### config.mk
export PLATFORM = sky130hd
export DESIGN_NAME = instr_decode_stage
export DESIGN_NICKNAME = d
export VERILOG_FILES = /design/src/rtl/instr_decode_stage.sv
export SDC_FILE = /design/constraint.sdc
export NUM_CORES = 1
export LEC_CHECK = 0
export ABC_AREA = 1
export BUFFER_PORTS_ARGS = -buffer_cell sky130_fd_sc_hd__buf_2
export CORE_MARGIN = 8
export CORE_UTILIZATION = 40
export DETAILED_ROUTE_END_ITERATION = 7
export GPL_ROUTABILITY_DRIVEN = 0
export GPL_TIMING_DRIVEN = 0
export PLACE_DENSITY = 0.59
export SYNTH_ARGS = -nofsm -noshare
export SYNTH_HDL_FRONTEND = slang
export SYNTH_SLANG_ARGS = --single-unit
### constraint.sdc
create_clock -name clk -period 2.2 [get_ports clk]
set_clock_uncertainty 0.1 [all_clocks]
set_input_delay 0.55 -clock clk [delete_from_list [all_inputs] [get_ports clk]]
set_output_delay 0.55 -clock clk [all_outputs]
set_load 0.005 [all_outputs]
### src/rtl/instr_decode_stage.sv
// RV32I decode stage (OP, OP-IMM, EBREAK) with a 2-entry output/skid buffer and RUN/DRAIN/HALT control.
// Optional macro DECODE_ILLEGAL_TRAP_EN: unsupported words trap like EBREAK and set the sticky illegal flag.

package instr_decode_pkg;
  typedef enum logic [3:0] {
    ALU_ADD  = 4'd0,
    ALU_SUB  = 4'd1,
    ALU_SLL  = 4'd2,
    ALU_SLT  = 4'd3,
    ALU_SLTU = 4'd4,
    ALU_XOR  = 4'd5,
    ALU_SRL  = 4'd6,
    ALU_SRA  = 4'd7,
    ALU_OR   = 4'd8,
    ALU_AND  = 4'd9
  } alu_op_e;

  typedef struct packed {
    logic alu_use_imm;
    logic is_ebreak;
  } instr_flags_t;
endpackage

// state | meaning
// RUN   | accepting and decoding words
// DRAIN | terminating word accepted, emptying the buffer, no further accepts
// HALT  | terminating word delivered, idle until reset
module instr_decode_stage
  import instr_decode_pkg::*;
(
  input  logic         clk,
  input  logic         reset,
  input  logic         in_valid,
  input  logic [31:0]  in_word,
  output logic         in_ready,
  output logic         out_valid,
  input  logic         out_ready,
  output alu_op_e      out_op,
  output logic [4:0]   out_dst,
  output logic [4:0]   out_src1,
  output logic [4:0]   out_src2,
  output logic [31:0]  out_imm,
  output instr_flags_t out_flags,
  output logic         halted,
  output logic         illegal
);

  localparam logic [31:0] EBREAK_WORD = 32'h0010_0073;

  typedef enum logic [1:0] {RUN, DRAIN, HALT} state_e;

  // term marks an entry whose delivery moves DRAIN to HALT
  typedef struct packed {
    alu_op_e      op;
    logic [4:0]   dst;
    logic [4:0]   src1;
    logic [4:0]   src2;
    logic [31:0]  imm;
    instr_flags_t flags;
    logic         term;
  } entry_t;

  function automatic entry_t decode(input logic [31:0] w, output logic bad);
    entry_t e;
    logic   ok;
    e   = '0;
    ok  = 1'b1;
    bad = 1'b0;
    case (w[6:0])
      7'b0110011: begin
        e.dst  = w[11:7];
        e.src1 = w[19:15];
        e.src2 = w[24:20];
        case ({w[31:25], w[14:12]})
          {7'h00, 3'd0}: e.op = ALU_ADD;
          {7'h20, 3'd0}: e.op = ALU_SUB;
          {7'h00, 3'd1}: e.op = ALU_SLL;
          {7'h00, 3'd2}: e.op = ALU_SLT;
          {7'h00, 3'd3}: e.op = ALU_SLTU;
          {7'h00, 3'd4}: e.op = ALU_XOR;
          {7'h00, 3'd5}: e.op = ALU_SRL;
          {7'h20, 3'd5}: e.op = ALU_SRA;
          {7'h00, 3'd6}: e.op = ALU_OR;
          {7'h00, 3'd7}: e.op = ALU_AND;
          default:       ok   = 1'b0;
        endcase
      end
      7'b0010011: begin
        e.dst               = w[11:7];
        e.src1              = w[19:15];
        e.flags.alu_use_imm = 1'b1;
        e.imm               = {{20{w[31]}}, w[31:20]};
        case (w[14:12])
          3'd0: e.op = ALU_ADD;
          3'd2: e.op = ALU_SLT;
          3'd3: e.op = ALU_SLTU;
          3'd4: e.op = ALU_XOR;
          3'd6: e.op = ALU_OR;
          3'd7: e.op = ALU_AND;
          3'd1: begin
            e.op  = ALU_SLL;
            e.imm = {27'd0, w[24:20]};
            ok    = (w[31:25] == 7'h00);
          end
          default: begin
            e.op  = (w[30]) ? ALU_SRA : ALU_SRL;
            e.imm = {27'd0, w[24:20]};
            ok    = (w[31:25] == 7'h00) || (w[31:25] == 7'h20);
          end
        endcase
      end
      default: begin
        if (w == EBREAK_WORD) begin
          e.flags.is_ebreak = 1'b1;
          e.term            = 1'b1;
        end else begin
          ok = 1'b0;
        end
      end
    endcase
    if (!ok) begin
      e = '0;
`ifdef DECODE_ILLEGAL_TRAP_EN
      e.term = 1'b1;
      bad    = 1'b1;
`else
      e.flags.alu_use_imm = 1'b1;
`endif
    end
    return e;
  endfunction

  state_e state_q, state_d;
  entry_t out_q, out_d, skid_q, skid_d, dec;
  logic   out_vld_q, out_vld_d, skid_vld_q, skid_vld_d;
  logic   in_ready_q, in_ready_d, illegal_q, illegal_d;
  logic   dec_bad, acc, pop;

  always_comb begin
    state_d    = state_q;
    out_d      = out_q;
    out_vld_d  = out_vld_q;
    skid_d     = skid_q;
    skid_vld_d = skid_vld_q;
    illegal_d  = illegal_q;
    dec        = decode(in_word, dec_bad);
    acc        = in_valid && in_ready_q;
    pop        = out_vld_q && out_ready;

    // skid is only filled when the output register is held; in_ready is low while it is full
    if (!out_vld_q || pop) begin
      if (skid_vld_q) begin
        out_d      = skid_q;
        out_vld_d  = 1'b1;
        skid_vld_d = 1'b0;
      end else if (acc) begin
        out_d     = dec;
        out_vld_d = 1'b1;
      end else begin
        out_vld_d = 1'b0;
      end
    end else if (acc) begin
      skid_d     = dec;
      skid_vld_d = 1'b1;
    end

    case (state_q)
      RUN:     if (acc && dec.term) state_d = DRAIN;
      DRAIN:   if (pop && out_q.term) state_d = HALT;
      default: state_d = HALT;
    endcase

    if (acc && dec_bad) illegal_d = 1'b1;
    in_ready_d = !skid_vld_d && (state_d == RUN);
  end

  always_ff @(posedge clk) begin
    if (reset) begin
      state_q    <= RUN;
      out_q      <= '0;
      out_vld_q  <= 1'b0;
      skid_q     <= '0;
      skid_vld_q <= 1'b0;
      in_ready_q <= 1'b1;
      illegal_q  <= 1'b0;
    end else begin
      state_q    <= state_d;
      out_q      <= out_d;
      out_vld_q  <= out_vld_d;
      skid_q     <= skid_d;
      skid_vld_q <= skid_vld_d;
      in_ready_q <= in_ready_d;
      illegal_q  <= illegal_d;
    end
  end

  assign in_ready  = in_ready_q;
  assign out_valid = out_vld_q;
  assign out_op    = out_q.op;
  assign out_dst   = out_q.dst;
  assign out_src1  = out_q.src1;
  assign out_src2  = out_q.src2;
  assign out_imm   = out_q.imm;
  assign out_flags = out_q.flags;
  assign halted    = (state_q == HALT);
  assign illegal   = illegal_q;

endmodule

==> impl_metrics.yaml <==
outcome:
  status: "completed"
clocking:
  clk_pin_slew_worst_paths_ns: 0.07
  clk_latency_ns: 0.34
  cts_setup_buffers: 0
  cts_buffers: 9
  htreeDepth: 3
  ctsRootBufferMaster: "clkbuf_8"
  post_cts_resized: 0
  cts_hold_buf: 0
  clk_path_buf_depth: 2
  cts_sinks: 71
  cts_tree: "built"
yosys:
  ys_seq_area_share_pct: 36.80
  avgSynthCellArea_um2: 6.637
  synth-xor-area-share_pct: 0
  synth_top_family_by_area: "simple AND/OR/NAND/NOR gates"
  synthDistinctLibCells: 31
  synth_seq_cells: 71
  synth_adder_area_share_pct: 0
  synth_nets: 618
  synthMuxAreaShare_pct: 0
  syn_inst: 582
  syn_area_mm2: 0.003862
  yosysWarnings: 0
  synth_compound_area_share_pct: 18.30
  synth-simple-area-share_pct: 31.94
grt:
  grt_usage_pct: 17.92
  antenna_found_initial: 0
  grt-ovfl-total: 0
  grt_pass1_wl_mm: 18.66
  grt_pass1_vias: 3814
  grt_max_degree: 23
drt:
  dr.pass1.iters: 4
  route.met3.wl_um: 616
  maxUsedRoutingLayer: "met4"
  vias_per_cell: 4.834
  routed_wl_mm: 11.56
  ant_nets: 0
  post-route-drc-count: 0
  dr.first_iter.drc_count: 254
  wl_per_cell_um: 14.10
  routed-via-count: 3964
  wl_met2_mm: 5.364
  met1_length_mm: 5.328
cells_and_area:
  fin_area_mm2: 0.004643
  final_cell_count_no_fill: 820
  drive_above_1_share_pct: 27.07
  area_delta_synth_final_pct: 20.21
  fillers: 1051
  diodes: 0
  final_nets: 719
timing:
  rsz0062_at_grt: "no"
  fmax_mhz: 483.2
  worst-slew-pin-transition_ns: 0.8714
  relSlewSlack_pct: 41.91
  hold_viol_final: 0
  period_share_pct: 94.07
  setup_viol: 0
  min_period_ns: 2.070
  final_max_slew_viol_count: 0
die:
  die_x_um: 114.3
  start_util_pct: 40.26
  rows: 36
  dieArea_mm2: 0.01306
  io_pins: 93
  core_mm2: 0.009594
  die_h_um: 114.3
setup_path:
  required_ns: 2.32
  cp.arrival_ns: 2.19
  startpoint_type: "flip-flop"
  critPathCaptureType: "flip-flop"
  slowest_delay_ns: 0.44
  criticalPathCategory: "reg2reg"
  path_buf_inv: 4
  cp_cell_sequence: "inv_1, nor2_1, inv_1, nor2_1, clkbuf_1, clkbuf_1, a21oi_1"
  slowest_stage: "clkbuf_1"
  crit_family: "buffers and inverters"
  path_max_fanout: 10
power:
  p_int_mw: 1.851
  power_frac_seq_pct: 52.1
  switching_power_uw: 717.1
  pwr-share-clk_pct: 35.7
  combPwrFrac_pct: 12.2
  p_sw_share_pct: 27.92
  p_leak_nw: 2.319
  powerDensity_mw_per_mm2: 553.2
  vdd_drop_max_v: 0.0002448
flow_run:
  cap_violations: 0
placement:
  placed_area_mm2: 0.004479
  post-place-cells: 805
  io_buffers: 90
  place_hpwl_mm: 8.772
worst_hold_path:
  min_path_type: "reg2reg"
## tightest hold or removal path: stages, from the launching register on
cell and delay [ns]:
dfxtp_1 0.31, nand2_1 0.06, a21oi_1 0.05
## cell type report
class,instances,area [um^2],share of cell area [%]
buffer,52,309.0,6.656
multi-input combinational,409,1944,41.88
clock buffer,11,141.4,3.045
clock inverter,4,22.52,0.4850
timing repair buffer,90,450.4,9.701
sequential,71,1421,30.61
inverter,50,187.7,4.042
tap,133,166.4,3.584
## layout by cell type, fill, tap and decap left out, types with 10 or more instances in the layout
master / Yosys / routed
nand3_1: 21 / 21
nand2_2: 18 / 18
dfxtp_1: 71 / 71
a21oi_2: 18 / 18
clkbuf_1: 20 / 21
clkbuf_8: 0 / 10
inv_1: 44 / 44
nand2_1: 118 / 118
a21oi_1: 57 / 57
o21ai_0: 41 / 41
buf_2: 6 / 96
nor2_1: 108 / 108
buf_4: 21 / 21
## per-stage QoR
stage               utilization [%]  power, mW  TNS, ns  hold WS, ns  worst slack, ns
detailed placement            46.69      1.680   -4.623       0.3538          -0.1429
floorplan                         -      1.553        0       0.3357           0.3189
finish                        48.40      2.569        0       0.3638           0.1304
CTS                           48.40      2.586        0       0.3654           0.1236
global placement              46.69      1.674   -4.255       0.3468          -0.1370
global route                  48.40      2.689        0       0.3881         0.009371
## layer usage
layer	global-route usage, %	vias up
met5	0	-
met4	6.389	0
met3	4.272	19
met2	30.01	104
met1	21.85	1807
li1	-	2034
## path summary, 6_finish.rpt
kind | endpoint | slack, ns | cells after the start | startpoint
max | skid_q[48] | 0.13 | 7 | out_valid
min | out_op[3] | 0.36 | 2 | out_op[3]
max reg2reg | skid_q[48] | 0.13 | 7 | out_valid
min reg2reg | out_op[3] | 0.36 | 2 | out_op[3]
## cell usage after synthesis (all sizes together)
cell	count	share of area, %
a21oi	75	11
buf	32	6.1
o22ai	1	0.16
nor4	2	0.32
o21a	2	0.39
nand4	4	0.65
nand3	23	3.4
conb	1	0.097
clkinv	1	0.097
o21ai	41	5.3
dfxtp	71	37
nor3	2	0.55
nor2	115	12
o211ai	4	0.78
inv	49	4.8
clkbuf	20	1.9
nand2	138	15
a211oi	1	0.19
## power by group through the flow
| stage | clock network, mW | logic (mW) | registers, mW |
|---|---|---|---|
| after detailed placement | 0 | 0.313 | 1.37 |
| after CTS | 0.935 | 0.314 | 1.34 |
| final | 0.918 | 0.313 | 1.34 |
| after global placement | 0 | 0.308 | 1.37 |
| after floorplan | 0 | 0.188 | 1.37 |
| after global routing | 0.997 | 0.351 | 1.34 |
## sequential cells by signal, indices dropped and copies added (netlist names), 2 cells and up
name / count
skid_q: 33
out_imm: 12
out_dst: 5
out_src1: 5
out_src2: 5
out_op: 4
out_flags: 2
state_q: 2
## cells by family (layout without fill, tap and decap cells)
logic type,Yosys count,in the layout
buffers and inverters,102,207
AOI/OAI and AO/OA,124,124
and+or+nand+nor,284,284
other,1,1
DFF,71,71
No activity file was read; power rests on OpenSTA's default activity.
